### config.mk
export PLATFORM = sky130hd
export DESIGN_NAME = morph_close_ctrl
export DESIGN_NICKNAME = d
export VERILOG_FILES = /design/src/rtl/morph_pkg.sv /design/src/rtl/pix_pos_cnt.sv /design/src/rtl/morph_close_ctrl.sv
export SDC_FILE = /design/constraint.sdc
export NUM_CORES = 1
export LEC_CHECK = 0
export BUFFER_PORTS_ARGS = -buffer_cell sky130_fd_sc_hd__buf_2
export CAP_MARGIN = 15
export CORE_MARGIN = 5
export CORE_UTILIZATION = 35
export DETAILED_ROUTE_END_ITERATION = 12
export SYNTH_ARGS = -nofsm -noshare
export SYNTH_HDL_FRONTEND = slang
export SYNTH_SLANG_ARGS = --single-unit
export TNS_END_PERCENT = 5
### constraint.sdc
create_clock -name clk -period 2.4 [get_ports clk]
set_input_delay 0 -clock clk [delete_from_list [all_inputs] [get_ports clk]]
set_output_delay 0 -clock clk [all_outputs]
set_load 0.01 [all_outputs]
### src/rtl/morph_pkg.sv
// Shared definitions for the morphological closing controller: FSM encoding,
// counter widths and the frame-size derivations used by the top and its counters.
package morph_pkg;

  typedef enum logic [2:0] {
    ST_IDLE = 3'd0,
    ST_RD_D = 3'd1,
    ST_FL_D = 3'd2,
    ST_DR_D = 3'd3,
    ST_RD_E = 3'd4,
    ST_FL_E = 3'd5,
    ST_DR_E = 3'd6,
    ST_DONE = 3'd7
  } state_t;

  localparam int ADDR_W = 16;
  localparam int POS_W  = 11;
  // Engine input index covers N read pixels plus FILL pad pixels, so it needs one extra bit.
  localparam int IDX_W  = ADDR_W + 1;

  function automatic int fill_len(input int pic_width);
    return pic_width + 1;
  endfunction

  function automatic int pix_total(input int pic_width, input int pic_height);
    return pic_width * pic_height;
  endfunction

  function automatic logic is_erode(input state_t s);
    return (s == ST_RD_E) || (s == ST_FL_E) || (s == ST_DR_E);
  endfunction

endpackage

### src/rtl/pix_pos_cnt.sv
// Column/row/linear position tracker for the write side; flags pixels on the
// image border so the engine can treat edge outputs specially.
module pix_pos_cnt
  import morph_pkg::*;
#(
  parameter logic [10:0] PIC_WIDTH  = 11'd250,
  parameter logic [10:0] PIC_HEIGHT = 11'd250
) (
  input  logic              clk,
  input  logic              rst_n,
  input  logic              clr,
  input  logic              inc,
  output logic [ADDR_W-1:0] addr,
  output logic              border
);

  localparam logic [POS_W-1:0] LAST_COL = PIC_WIDTH - 11'd1;
  localparam logic [POS_W-1:0] LAST_ROW = PIC_HEIGHT - 11'd1;

  logic [ADDR_W-1:0] addr_q, addr_d;
  logic [POS_W-1:0]  col_q, col_d;
  logic [POS_W-1:0]  row_q, row_d;

  always_comb begin
    addr_d = addr_q;
    col_d  = col_q;
    row_d  = row_q;
    if (clr) begin
      addr_d = '0;
      col_d  = '0;
      row_d  = '0;
    end else if (inc) begin
      addr_d = addr_q + 16'd1;
      if (col_q == LAST_COL) begin
        col_d = '0;
        row_d = row_q + 11'd1;
      end else begin
        col_d = col_q + 11'd1;
      end
    end
  end

  always_ff @(posedge clk or negedge rst_n) begin
    if (!rst_n) begin
      addr_q <= '0;
      col_q  <= '0;
      row_q  <= '0;
    end else begin
      addr_q <= addr_d;
      col_q  <= col_d;
      row_q  <= row_d;
    end
  end

  assign addr   = addr_q;
  assign border = (row_q == '0) || (row_q == LAST_ROW) ||
                  (col_q == '0) || (col_q == LAST_COL);

endmodule

### src/rtl/morph_close_ctrl.sv
// Sequencer for a morphological closing: a dilate pass over the source image into
// an intermediate buffer, then an erode pass from that buffer to the final output.
module morph_close_ctrl
  import morph_pkg::*;
#(
  parameter logic [10:0] PIC_WIDTH  = 11'd250,
  parameter logic [10:0] PIC_HEIGHT = 11'd250,
  parameter int          PIPE_LAT   = 2
) (
  input  logic              clk,
  input  logic              rst_n,
  input  logic              start,
  input  logic              abort,
  input  logic              pix_valid,
  output logic              busy,
  output logic              rd_req,
  output logic              rd_sel,
  output logic              op_sel,
  output logic              eng_valid,
  output logic              eng_pad,
  output logic              wr_en,
  output logic              wr_sel,
  output logic [ADDR_W-1:0] wr_addr,
  output logic              wr_border,
  output logic              frame_done
);

  localparam int FILL = fill_len(int'(PIC_WIDTH));
  localparam int N    = pix_total(int'(PIC_WIDTH), int'(PIC_HEIGHT));

  localparam logic [ADDR_W-1:0] LAST_PIX   = ADDR_W'(N - 1);
  localparam logic [ADDR_W-1:0] LAST_FILL  = ADDR_W'(FILL - 1);
  localparam logic [ADDR_W-1:0] LAST_DRAIN = ADDR_W'(PIPE_LAT - 1);
  localparam logic [IDX_W-1:0]  FIRST_OUT  = IDX_W'(FILL);

  state_t            state_q, state_d;
  logic [ADDR_W-1:0] pix_cnt_q, pix_cnt_d;
  logic [ADDR_W-1:0] seq_cnt_q, seq_cnt_d;
  logic [IDX_W-1:0]  eng_idx_q, eng_idx_d;
  logic [PIPE_LAT-1:0] dly_q;

  logic pass_entry;
  logic erode;
  logic out_mark;
  logic pos_clr;
  logic pos_border;

  always_comb begin
    state_d    = state_q;
    pix_cnt_d  = pix_cnt_q;
    seq_cnt_d  = seq_cnt_q;
    eng_idx_d  = eng_idx_q;
    pass_entry = 1'b0;
    rd_req     = 1'b0;
    eng_valid  = 1'b0;
    eng_pad    = 1'b0;
    frame_done = 1'b0;

    case (state_q)
      ST_IDLE: begin
        if (start) begin
          state_d    = ST_RD_D;
          pass_entry = 1'b1;
        end
      end
      ST_RD_D, ST_RD_E: begin
        rd_req    = 1'b1;
        eng_valid = pix_valid;
        if (pix_valid) begin
          if (pix_cnt_q == LAST_PIX) begin
            pix_cnt_d = '0;
            state_d   = (state_q == ST_RD_D) ? ST_FL_D : ST_FL_E;
          end else begin
            pix_cnt_d = pix_cnt_q + 16'd1;
          end
        end
      end
      ST_FL_D, ST_FL_E: begin
        // Pad pixels push the last image rows through the window engine.
        eng_valid = 1'b1;
        eng_pad   = 1'b1;
        if (seq_cnt_q == LAST_FILL) begin
          seq_cnt_d = '0;
          state_d   = (state_q == ST_FL_D) ? ST_DR_D : ST_DR_E;
        end else begin
          seq_cnt_d = seq_cnt_q + 16'd1;
        end
      end
      ST_DR_D, ST_DR_E: begin
        if (seq_cnt_q == LAST_DRAIN) begin
          seq_cnt_d = '0;
          if (state_q == ST_DR_D) begin
            state_d    = ST_RD_E;
            pass_entry = 1'b1;
          end else begin
            state_d = ST_DONE;
          end
        end else begin
          seq_cnt_d = seq_cnt_q + 16'd1;
        end
      end
      ST_DONE: begin
        frame_done = !abort;
        state_d    = ST_IDLE;
      end
      default: state_d = ST_IDLE;
    endcase

    if (eng_valid) begin
      eng_idx_d = eng_idx_q + 17'd1;
    end
    if (pass_entry) begin
      eng_idx_d = '0;
    end

    if (abort) begin
      state_d    = ST_IDLE;
      pix_cnt_d  = '0;
      seq_cnt_d  = '0;
      eng_idx_d  = '0;
      pass_entry = 1'b0;
    end
  end

  always_ff @(posedge clk or negedge rst_n) begin
    if (!rst_n) begin
      state_q   <= ST_IDLE;
      pix_cnt_q <= '0;
      seq_cnt_q <= '0;
      eng_idx_q <= '0;
    end else begin
      state_q   <= state_d;
      pix_cnt_q <= pix_cnt_d;
      seq_cnt_q <= seq_cnt_d;
      eng_idx_q <= eng_idx_d;
    end
  end

  // Only engine inputs past the first FILL carry a complete 3x3 window worth writing.
  assign out_mark = eng_valid && (eng_idx_q >= FIRST_OUT);

  always_ff @(posedge clk or negedge rst_n) begin
    if (!rst_n) begin
      dly_q[0] <= 1'b0;
    end else if (abort) begin
      dly_q[0] <= 1'b0;
    end else begin
      dly_q[0] <= out_mark;
    end
  end

  generate
    for (genvar gi = 1; gi < PIPE_LAT; gi++) begin : g_dly
      always_ff @(posedge clk or negedge rst_n) begin
        if (!rst_n) begin
          dly_q[gi] <= 1'b0;
        end else if (abort) begin
          dly_q[gi] <= 1'b0;
        end else begin
          dly_q[gi] <= dly_q[gi-1];
        end
      end
    end
  endgenerate

  assign pos_clr = abort || pass_entry;

  pix_pos_cnt #(
    .PIC_WIDTH (PIC_WIDTH),
    .PIC_HEIGHT(PIC_HEIGHT)
  ) u_wr_pos (
    .clk   (clk),
    .rst_n (rst_n),
    .clr   (pos_clr),
    .inc   (wr_en),
    .addr  (wr_addr),
    .border(pos_border)
  );

  assign erode     = is_erode(state_q);
  assign busy      = (state_q != ST_IDLE);
  assign rd_sel    = erode;
  assign op_sel    = erode;
  assign wr_sel    = erode;
  assign wr_en     = dly_q[PIPE_LAT-1];
  assign wr_border = wr_en && pos_border;

endmodule
; After elaboration in Yosys (flattened, before gate mapping)
; Index checks and enable logic that the tools add are counted.
[word_totals]
ff_bits = 92
latchBits = 0
ram_bits = 0
romBits = 0
inputBits = 5
out_inout_bits = 26
word_cells = 98
memories = 0
[classes]
add_sub_neg = 6
mul = 0
div = 0
order_cmp = 1
n_eq_ne = 17
shift = 0
n_mux = 40
n_bitwise = 0
reduce_logical = 25
[op_table]
columns = operator, n
row1 = 16-bit 2-to-1 mux, 9
row2 = 11-bit 2-to-1 mux, 6
row3 = 17-bit 2-to-1 mux, 3
row4 = 16-bit by 1-bit adder with 16-bit output (second input constant), 3
row5 = 16-bit case mux with 2 select lines, 1
row6 = 3-bit 2-to-1 mux, 8
row7 = 11-bit by 1-bit adder with 11-bit output (second input constant), 2
row8 = 11-bit by 8-bit equality test with 1-bit output (second input constant), 2
row9 = 11-bit zero test, 2
row10 = 17-bit by 1-bit adder with 17-bit output (second input constant), 1
row11 = 17-bit by 8-bit >= comparator with 1-bit output (second input constant), 1
row12 = 16-bit by 1-bit equality test with 1-bit output (second input constant), 1
row13 = 16-bit equality test (second input constant), 1
row14 = 16-bit by 8-bit equality test with 1-bit output (second input constant), 1
row15 = 3-bit != test (second input constant), 5
row16 = 3-bit case mux with 5 select lines, 1
row17 = 3-bit equality test (second input constant), 4
row18 = 1-bit 2-to-1 mux, 9
row19 = 3-bit nonzero test, 3
row20 = 2-bit nonzero test, 4
row21 = 3-bit by 2-bit equality test with 1-bit output (second input constant), 2
row22 = 1-bit logical OR, 6
row23 = 2-bit OR reduction, 3
row24 = 5-bit AND reduction, 1
row25 = other kinds (7), 10

; Logic depth before layout (Yosys ltp)
[logic_depth]
word_depth = 8
mapped_depth = 8
mapped_depth_nobuf = 7

; Cells and area by module
; From an unflattened synthesis, not the netlist that was laid out.
[unflattened]
hier_cells = 566
area_unflattened_um2 = 5136.2
[modules_own_cells]
columns = mod, n_inst, cells_per_inst, area_each_um2, seq_area_each_um2
row1 = morph_close_ctrl, 1, 346, 3096.7, 1351.3
row2 = pix_pos_cnt, 1, 220, 2039.5, 950.9

; Worst setup path before layout
; OpenSTA, ideal clock, no wires.
[synth_path]
path_type = register to register
startpoint = register u_wr_pos.col_q[2]
endpoint = register u_wr_pos.row_q[5]
setup_ns = 0.077
arrival_time_ns = 2.098
t_required_ns = 2.323
setup_slack_ns = 0.224
path_stages_with_launch = 6
path_buffers = 0
synth_period_minus_slack_ns = 2.176
cell_sequence = dfrtp_1 or4_4 nor4_4 nand4_4 or3_1 a21oi_1
[synth_via]
elab_chain_len = 3
[synth_lines]
columns = element, line_no
row1 = from (decl), pix_pos_cnt.sv:21  ; logic [POS_W-1:0] col_q, col_d;
row2 = from (signal assigned), pix_pos_cnt.sv:50  ; col_q <= col_d;
row3 = 11-bit by 8-bit equality test with 1-bit output, pix_pos_cnt.sv:34  ; if (col_q == LAST_COL) begin
row4 = 2-bit nonzero test (no line), n/a
row5 = 2-bit AND reduction (no line), n/a
row6 = to (signal assigned), pix_pos_cnt.sv:51  ; row_q <= row_d;
row7 = to (decl), pix_pos_cnt.sv:22  ; logic [POS_W-1:0] row_q, row_d;
; No other way between the ends.
; A chain may end at the register's enable or synchronous reset.

; Final worst setup path
[layout_path]
startpoint = register seq_cnt_q[10]
endpoint = register state_q[1]
[layout_via]
elab_chain_len = 3
word_cells_on_any_way = 5
classes_between = eq/ne (4) / reduce/logical (1)
[layout_lines]
columns = element, line_no
row1 = from (decl), morph_close_ctrl.sv:38  ; logic [ADDR_W-1:0] seq_cnt_q, seq_cnt_d;
row2 = from (signal assigned), morph_close_ctrl.sv:134  ; seq_cnt_q <= seq_cnt_d;
row3 = 16-bit by 1-bit equality test with 1-bit output / 16-bit by 8-bit equality test with 1-bit output (equally long branches), "morph_close_ctrl.sv:90, morph_close_ctrl.sv:82"
row4 = 3-bit != test (no line), n/a
row5 = 5-bit AND reduction (no line) (*), n/a
row6 = to (signal assigned), morph_close_ctrl.sv:132  ; state_q <= state_d;
row7 = to (decl), morph_close_ctrl.sv:36  ; state_t state_q, state_d;
; Every way passes the cells marked *; elsewhere a longest branch is shown, timed or not.

==> results.md <==
* Synth area leader: dfrtp_1
* Met1 usage at 0.1742
* Fin worst setup slack at 0.1175 ns
* Site Rows at 44
* Synth Cell Area at 5211 µm²
* List of most frequent post-synthesis cells: dfrtp_1, nor2_1, nand2_1
* Post-DP HPWL at 8236 µm
* Fill cells at 1398
* Layout cell share with drive strength beyond 1 at 0.1396
* Final #Nets at 635
* Pint at 2.753 mW
* Syn Area/Cell at 9.047 µm²
* # diodes at 0
* CTS tree: yes
* Critical path class: reg -> reg
* Post-synthesis sequential area ratio at 0.4418
* Antenna Violating Nets Remaining at 0
* Sequential share of power at 0.423
* Part of the power in the clock network at 0.400
* Worst slack at placement at -0.005732 ns
* CP max stage cell: or4_4
* R2R Path Start: seq_cnt_q[10]
* RSZ-0062 raised after global routing: false
* Area contributors post-synth: dfrtp_1, nor2_1, xor2_1
* Vias at 4335
* Critical Path Start: seq_cnt_q[10]
* Final Instance Count excl. Fillers at 807
* Total Power at 3.869 mW
* Port bufs at 30
* Detailed Routing Iterations Pass 1 at 4
* GR peak layer: met2
* Final worst-path cycle share at 0.9510
* Clk pin slew, worst setup/hold paths at 0.07 ns
* Worst hold path class: in -> reg
* Buffer levels on the longest clock path at 2
* Initial core utilization at 0.3572
* Final Util at 0.4136
* Switching power at 1.116 mW
* Grt total ovfl at 0
* Worst Min Path Start: abort
* Final hold viol count at 0
* Arrival @ worst endpoint at 2.56 ns
* Power Dens Cells at 641.1 nW/µm²
* Rel. slew slack at 0.5328
* Final setup vio count at 0
* Initial detailed-routing violation count at 244
* Core Box Area at 14590 µm²
* Critical path fanouts, max at 4
* Post-Syn Nets at 593
* Synth Instances at 576
* Clock skew at 0.007197 ns
* Area delta synth->final at 15.80%
* Yosys warns at 0
* Share of Yosys cell area claimed by the top area cell type at 0.4418
* H-tree levels at 3
* DRT Wirelength at 11620 µm
* Status: complete, no violations
* CP required at 2.68 ns
* Startpoint types: flop
* Max incr delay on CP at 0.59 ns
* Horiz. Die Dim at 132.0 µm
* M2 GR Usage at 0.2260
* Final min period at 2.283 ns
* Max cap viols at 0
* Remaining DRCs at 0
* Maximum vdd ir drop at 0.0004296 V
* Fin. max-slew vios at 0
* Die span in y at 132.0 µm
* DP Cell Count at 790
* Leakage at 2.556 nW
* Register bit total from synthesis at 92
* Post-CTS Setup Bufs at 0
* Root Driver: clkbuf_16
* Sw Share at 0.2883
* Top_reg_cell synth: dfrtp_1
* Crit. End Element: flop
* Asr flop ratio synth at 1.000
* Clk sinks at 92
* Leading cell type by number of instances after synthesis: dfrtp_1
* Cell variety after synth at 61
* Combinational Power Share at 0.177
* Inserted Clock Buffers at 9
* Total Neg Setup Slack at 0 ns
* DIE AREA at 17430 µm²
* I/O pins at 31
* Grt met3 use at 0.02405
* Total GRT Usage at 0.1373
* Post-synth EDFFs at 0
* Worst slew pin tran at 0.6954 ns
* First-pass GRT wire length at 20270 µm
* Pin count of the biggest net entering global routing at 60
* Wire per inst at 14.40 µm
* Via density at 5.372
* Fmax achieved at 438.1 MHz
* GPL Wtd Cong at 0.8914
* Clock latency on the worst-skew pair at 0.35 ns
* Number of antenna violations at the first check in global routing at 0
* Vias in the first global route at 4312
* Critical path cell sequence: or4_4 > nor4_4 > o22ai_1 > or4_1 > a21oi_1
-- worst max-delay path: cells and delay by family, from the launching register on --
family / cells / cell delay [ns]
AOI/OAI and AO/OA: 2 / 0.34
DFF: 1 / 0.41
and+or+nand+nor: 3 / 1.46
-- layout by cell type (no fill, tap or decap), types with 19 or more instances in the layout --
master	n
inv_1	23
nand3_1	37
buf_2	29
nor2_1	65
nand4_1	22
buf_4	22
nand2_1	50
a21oi_1	31
dfrtp_1	92
o21ai_0	27
xnor2_1	19
xor2_1	27
-- layer usage --
metal,share of wire,vias up,wire length [µm]
met5,0,-,0
met4,0.023,0,266
met3,0.025,19,292
met2,0.50,54,5797
met1,0.45,2120,5264
li1,-,2142,-
-- state kept, by name, indices dropped and copies added, names as in the netlist --
register and count:
dly_q 1, eng_idx_q 17, pix_cnt_q 16, seq_cnt_q 16, state_q 3, u_wr_pos.addr 16
u_wr_pos.col_q 11, u_wr_pos.row_q 11, wr_en 1
-- path summary, 6_finish.rpt --
| path | to | slack, ns | depth (start not counted) |
|---|---|---|---|
| setup / recovery | state_q[1] | 0.12 | 5 |
| hold / removal | wr_en | 0.02 | 2 |
| min in group asynchronous | pix_cnt_q[5] | 0.14 | 2 |
| max in group asynchronous | u_wr_pos.row_q[3] | 1.58 | 3 |
| hold reg to reg | wr_en | 0.48 | 1 |
| setup reg to reg | state_q[1] | 0.12 | 5 |
-- metrics by stage --
| stage | hold slack [ns] | cell area, µm² |
|---|---|---|
| after floorplan | -0.2956 | 5211 |
| after global placement | -0.01131 | 5690 |
| after detailed placement | -0.008278 | 5690 |
| after CTS | 0.01257 | 6031 |
| after global routing | 0.03309 | 6035 |
| final | 0.01988 | 6035 |
-- kinds of logic (layout without fill, tap and decap cells) --
logic type	Yosys count	after routing	synth area share
compound gates	93	93	0.1059
xor+xnor	46	46	0.07731
fa+ha+maj	13	13	0.03073
buf+inv	46	93	0.03601
flops	92	92	0.4418
mux	6	6	0.01176
simple gates	280	280	0.2965
-- final cells by class --
class / count / area, µm² / share of cell area
timing repair buffer: 54 / 360.3 / 0.05971
sequential: 92 / 2302 / 0.3815
inverter: 23 / 86.33 / 0.01431
tap: 184 / 230.2 / 0.03815
clock inverter: 7 / 98.84 / 0.01638
clock buffer: 9 / 225.2 / 0.03732
multi-input combinational: 438 / 2731 / 0.4526
-- power by group through the flow --
| stage | Clock, mW | Sequential (mW) | Combinational (mW) |
|---|---|---|---|
| 2_1_floorplan | 0 | 1.65 | 0.430 |
| 3_3_place_gp | 0 | 1.66 | 0.673 |
| 3_5_place_dp | 0 | 1.67 | 0.694 |
| 4_1_cts | 1.60 | 1.64 | 0.702 |
| 5_1_grt | 1.66 | 1.64 | 0.769 |
| 6_report | 1.55 | 1.64 | 0.686 |
-- what timing repair did --
item,4_1_cts,5_1_grt
endpoints found under the setup margin,1,1
endpoints found under the hold margin,33,0
resized for setup,1,1
hold buffers,1,0
Power figures use the tool's default switching activity.
